## src/rtl/param_cpu_core.sv

```systemverilog
// rtl/param_cpu_core.sv - parametrised multi-cycle CPU core
// One instruction per valid/ready handshake, IDLE->DEC->(EXE->WB)->DONE sequencing.
module param_cpu_core #(
  parameter int WIDTH = 8,
  parameter int NREG  = 4,
  localparam int RA   = $clog2(NREG),
  localparam int IW   = 3 + 2*RA + WIDTH
) (
  input  logic             clk,
  input  logic             clr,
  input  logic             inst_valid,
  input  logic [IW-1:0]    inst,
  output logic             inst_ready,
  output logic             inst_done,
  output logic [WIDTH-1:0] out_data,
  output logic             flag_z,
  output logic             flag_c,
  input  logic [RA-1:0]    dbg_sel,
  output logic [WIDTH-1:0] dbg_data
);

  typedef enum logic [2:0] {S_IDLE, S_DEC, S_EXE, S_WB, S_DONE} state_e;
  typedef enum logic [2:0] {OP_LDI, OP_MOV, OP_ADD, OP_SUB, OP_AND, OP_OR, OP_XOR, OP_OUT} op_e;

  state_e           state_q, state_d;
  logic [IW-1:0]    ir_q, ir_d;
  logic [WIDTH-1:0] a_q, a_d;
  logic [WIDTH:0]   g_q, g_d;
  logic [WIDTH-1:0] regs_q [NREG];
  logic [WIDTH-1:0] regs_d [NREG];
  logic [WIDTH-1:0] out_q, out_d;
  logic             z_q, z_d;
  logic             c_q, c_d;

  op_e              op;
  logic [RA-1:0]    rd;
  logic [RA-1:0]    rs;
  logic [WIDTH-1:0] imm;
  logic [WIDTH-1:0] b_opnd;

  assign op     = op_e'(ir_q[IW-1 -: 3]);
  assign rd     = ir_q[IW-4 -: RA];
  assign rs     = ir_q[WIDTH+RA-1 -: RA];
  assign imm    = ir_q[WIDTH-1:0];
  assign b_opnd = regs_q[rs];

  assign inst_ready = (state_q == S_IDLE) && clr;
  assign inst_done  = (state_q == S_DONE);
  assign out_data   = out_q;
  assign flag_z     = z_q;
  assign flag_c     = c_q;
  assign dbg_data   = regs_q[dbg_sel];

  always_comb begin
    state_d = state_q;
    ir_d    = ir_q;
    a_d     = a_q;
    g_d     = g_q;
    regs_d  = regs_q;
    out_d   = out_q;
    z_d     = z_q;
    c_d     = c_q;
    case (state_q)
      S_IDLE: begin
        if (inst_valid && inst_ready) begin
          ir_d    = inst;
          state_d = S_DEC;
        end
      end
      S_DEC: begin
        state_d = S_DONE;
        case (op)
          OP_LDI:  regs_d[rd] = imm;
          OP_MOV:  regs_d[rd] = regs_q[rs];
          OP_OUT:  out_d = regs_q[rd];
          default: begin
            // Operand A is captured here so rd==rs reads the pre-write value.
            a_d     = regs_q[rd];
            state_d = S_EXE;
          end
        endcase
      end
      S_EXE: begin
        case (op)
          OP_ADD:  g_d = {1'b0, a_q} + {1'b0, b_opnd};
          OP_SUB:  g_d = {1'b0, a_q} - {1'b0, b_opnd};
          OP_AND:  g_d = {1'b0, a_q & b_opnd};
          OP_OR:   g_d = {1'b0, a_q | b_opnd};
          default: g_d = {1'b0, a_q ^ b_opnd};
        endcase
        // Bit WIDTH of the zero-extended difference is the borrow.
        z_d     = (g_d[WIDTH-1:0] == '0);
        c_d     = g_d[WIDTH];
        state_d = S_WB;
      end
      S_WB: begin
        regs_d[rd] = g_q[WIDTH-1:0];
        state_d    = S_DONE;
      end
      default: state_d = S_IDLE;
    endcase
  end

  always_ff @(posedge clk or negedge clr) begin
    if (!clr) begin
      state_q <= S_IDLE;
      ir_q    <= '0;
      a_q     <= '0;
      g_q     <= '0;
      out_q   <= '0;
      z_q     <= 1'b0;
      c_q     <= 1'b0;
      for (int i = 0; i < NREG; i++) regs_q[i] <= '0;
    end else begin
      state_q <= state_d;
      ir_q    <= ir_d;
      a_q     <= a_d;
      g_q     <= g_d;
      out_q   <= out_d;
      z_q     <= z_d;
      c_q     <= c_d;
      regs_q  <= regs_d;
    end
  end

endmodule
```

## config.mk

```make
export PLATFORM = sky130hd
export DESIGN_NAME = param_cpu_core
export DESIGN_NICKNAME = d
export VERILOG_FILES = /design/src/rtl/param_cpu_core.sv
export SDC_FILE = /design/constraint.sdc
export NUM_CORES = 1
export LEC_CHECK = 0
export BUFFER_PORTS_ARGS = -buffer_cell sky130_fd_sc_hd__buf_2
export CORE_ASPECT_RATIO = 1.1
export CORE_MARGIN = 4
export CORE_UTILIZATION = 50
export CTS_BUF_LIST = sky130_fd_sc_hd__clkbuf_2
export DETAILED_ROUTE_END_ITERATION = 12
export PLACE_DENSITY = 0.76
export SETUP_SLACK_MARGIN = 0.2
export SLEW_MARGIN = 15
export SYNTH_ARGS = -nofsm -noshare
export SYNTH_HDL_FRONTEND = slang
export SYNTH_SLANG_ARGS = --single-unit
```

## constraint.sdc

```tcl
create_clock -name clk -period 3.7 [get_ports clk]
set_input_delay 0.37 -clock clk [delete_from_list [all_inputs] [get_ports clk]]
set_output_delay 0.37 -clock clk [all_outputs]
set_load 0.05 [all_outputs]
```

==> impl_metrics.env <==
export IMPL_r2r_start="ir_q[8]$_DFFE_PN0P_"
export IMPL_required_ns=4.19
export IMPL_diodes=0
export IMPL_drc=0
export IMPL_syn_cell_area_mm2=0.00464
export IMPL_worst_pin_slew_ns=0.836
export IMPL_fmax_mhz=297
export IMPL_wl_um=10700
export IMPL_antenna_found_initial=0
export IMPL_startpoint="ir_q[8]$_DFFE_PN0P_"
export IMPL_numCtsBuffers=9
export IMPL_ant_nets=0
export IMPL_grt_setup_unrepaired="no"
export IMPL_num_vias=3335
export IMPL_min_period_ns=3.36
export IMPL_num_io_pins=40
export IMPL_worst_clock_skew_ns=0.0212
export IMPL_path_clk_slew_ns=0.20
export IMPL_grt_total_usage_pct=21.3
export IMPL_vias_per_cell=5.94
export IMPL_worstReg2RegEnd="g_q[7]$_DFFE_PN0N_"
export IMPL_area_growth_pct=11.3
export IMPL_yosysWarnings=0
export IMPL_clock_root_buffer="clkbuf_2"
export IMPL_clock_latency_ns=0.53
export IMPL_maxCapViolCount=0
export IMPL_cts_path_max_buffers=2
export IMPL_portBuffers=39
export IMPL_cp_max_fo=4
export IMPL_critPathKind="register to register"
export IMPL_cts_htree_levels=3
export IMPL_worstPathArrival_ns=3.85
export IMPL_postSynthCellCount=400
export IMPL_max_slew_margin_pct=44.2
export IMPL_grt_max_degree=52
export IMPL_first_global_vias=3451
export IMPL_place_congestion=0.864
export IMPL_crit_path_end_kind="register"
export IMPL_cts_tree="yes"
export IMPL_synth_nets=446
export IMPL_worstRegToRegCells=13
export IMPL_hpwl_um=7950
export IMPL_final_seq_area_mm2=0.00190
export IMPL_outcome="finished, final reports clean"
export IMPL_timing_final_crit_share_pct=90.9
export IMPL_initial_core_util_pct=51.8
export IMPL_fp_dieH_um=109
export IMPL_hold_viol=0
export IMPL_grt_pass1_wl_um=17800
export IMPL_die_width_um=99.9
export IMPL_ys_types=47
export IMPL_n_fill_cell=728
export IMPL_synth_seq_cells=76
export IMPL_drt_iter0_drc=154
export IMPL_crit_end="g_q[7]$_DFFE_PN0N_"
export IMPL_wl_per_cell_um=19.0
export IMPL_rows=36
export IMPL_syn_area_per_cell_um2=11.6
export IMPL_rrSetupSlack_ns=0.34
export IMPL_tns_ns=0
export IMPL_startpoint_type="register"
export IMPL_multi_input_area_mm2=0.00265
export IMPL_gr_total_overflow=0
export IMPL_nets=488
export IMPL_drive_above_1_share_pct=34.5
export IMPL_synth_seq_area_share_pct=41.0
export IMPL_core_mm2=0.00896
export IMPL_slew_viol_final=0
export IMPL_firstDrtPassIters=4
export IMPL_cts_sinks=76
export IMPL_finalSetupViolCount=0
export IMPL_hold_class="input port to register"
export IMPL_dieArea_mm2=0.0109
repair_timing:
action                                  in CTS  in global routing
buffers inserted                             0                  2
hold buffers                                 1                  0
hold endpoints to repair                    25                  0
endpoints found under the setup margin       0                  4
resized for setup                            0                 15
metal layers:
layer | GRT usage (%) | routed length, um | part of all wire, % | up-vias
li1 | - | - | - | 1541
met1 | 26.9 | 4380 | 41 | 1679
met2 | 36.3 | 5430 | 51 | 92
met3 | 3.84 | 526 | 4.9 | 23
met4 | 8.10 | 329 | 3.1 | 0
met5 | 0 | 0 | 0 | -
logic make-up after synthesis:
group | count (synthesis) | share of synthesized area [%]
multiplexers | 97 | 29.0
AND/OR/NAND/NOR | 90 | 9.22
flip-flops | 76 | 41.0
AO/OA/AOI/OAI | 62 | 8.52
buffers and inverters | 40 | 3.45
adder cells (fa/ha/maj) | 26 | 7.17
XOR/XNOR | 9 | 1.70
per-stage QoR:
stage                     util, %  area (um^2)  hold WS (ns)  setup WS, ns  cells
after global routing         57.6         5170        0.0188         0.165    561
after global placement       55.3         4960         0.304         0.357    542
after detailed placement     55.3         4960         0.311         0.298    542
after CTS                    56.6         5070        0.0291         0.270    559
after floorplan                 -         4640        0.0744         0.451    400
final                        57.6         5170        0.0658         0.336    561
flip-flops by register name, indices dropped and copies added (netlist names):
signal    count
regs_q       32
ir_q         15
a_q           8
g_q           8
out_data      8
state_q       3
flag_c        1
flag_z        1
placed cells by master (no fill, tap or decap), drive strengths merged, types with 3 or more instances in the layout:
master  synthesis  layout
and3            3       3
or3             4       4
a21boi          3       3
clkbuf         12      13
ha             25      25
mux4           24      24
nor2b           7       7
nand2b          7       7
a31oi           3       3
buf             6      48
a211oi          3       3
xnor2           8       8
o31ai           4       4
nor2           24      24
mux2           59      59
nand2          32      32
dfrtp          76      76
nor3            3       3
a21oi          15      15
inv            22      22
o21ai          20      20
mux2i          14      14
nand3           6       6
a211o           3       3
Yosys cell counts (all sizes together):
cell type   n  area share [%]
a211o       3            0.57
a211oi      3            0.49
a21boi      3            0.49
a21o        2            0.32
a21oi      15             1.6
a221oi      1            0.19
a2bb2oi     1            0.19
a311o       1            0.22
a311oi      1            0.19
a31oi       3            0.40
a41oi       1            0.19
and2        1            0.13
and3        3            0.40
buf         6            0.70
clkbuf     12            0.97
dfrtp      76              41
fa          1            0.43
ha         25             6.7
inv        22             1.8
mux2       59              14
mux2i      14             3.0
mux4       24              12
nand2      32             2.6
nand2b      7            0.94
nand3       6            0.65
nand4       1            0.13
nor2       24             1.9
nor2b       7            0.94
nor3        3            0.54
nor3b       1            0.16
o2111ai     1            0.19
o21ai      20             2.2
o311ai      2            0.38
o31a        1            0.19
o31ai       4            0.75
or3         4            0.54
or3b        1            0.24
xnor2       8             1.5
xor2        1            0.19
worst min-delay path by stage:
stage	from	end	slack, ns	cells past startpoint
after floorplan	clr	a_q[0]$_DFFE_PN0P_	0.07	0
after global placement	clr	regs_q[16]$_DFFE_PN0P_	0.30	1
after detailed placement	clr	regs_q[8]$_DFFE_PN0P_	0.31	1
after CTS	inst[3]	ir_q[3]$_DFFE_PN0P_	0.03	2
after global routing	inst[10]	ir_q[10]$_DFFE_PN0P_	0.02	2
final	inst[3]	ir_q[3]$_DFFE_PN0P_	0.07	2
layout make-up:
class                   instances  share of cell area, %
clock buffers                  13                   1.26
well taps                     114                   2.76
repair buffers                 49                   5.47
inverters                      22                   1.60
clock inverters                 3                  0.727
flip-flops and latches         76                   36.8
multi-input cells             284                   51.3
critical path, stage by stage (launching register included):
cell and delay, ns:
dfrtp_2 0.46, mux4_2 0.57, inv_2 0.13, ha_4 0.14, or3b_4 0.40, o31ai_2 0.21, xnor2_1 0.15, ha_1 0.29
inv_1 0.09, a21oi_1 0.05, a41oi_1 0.23, mux2i_1 0.23, a2bb2oi_1 0.21, mux2_2 0.17
Power is not shown: default switching activity piles up to over one toggle a cycle in this logic, so the estimate is an artifact.
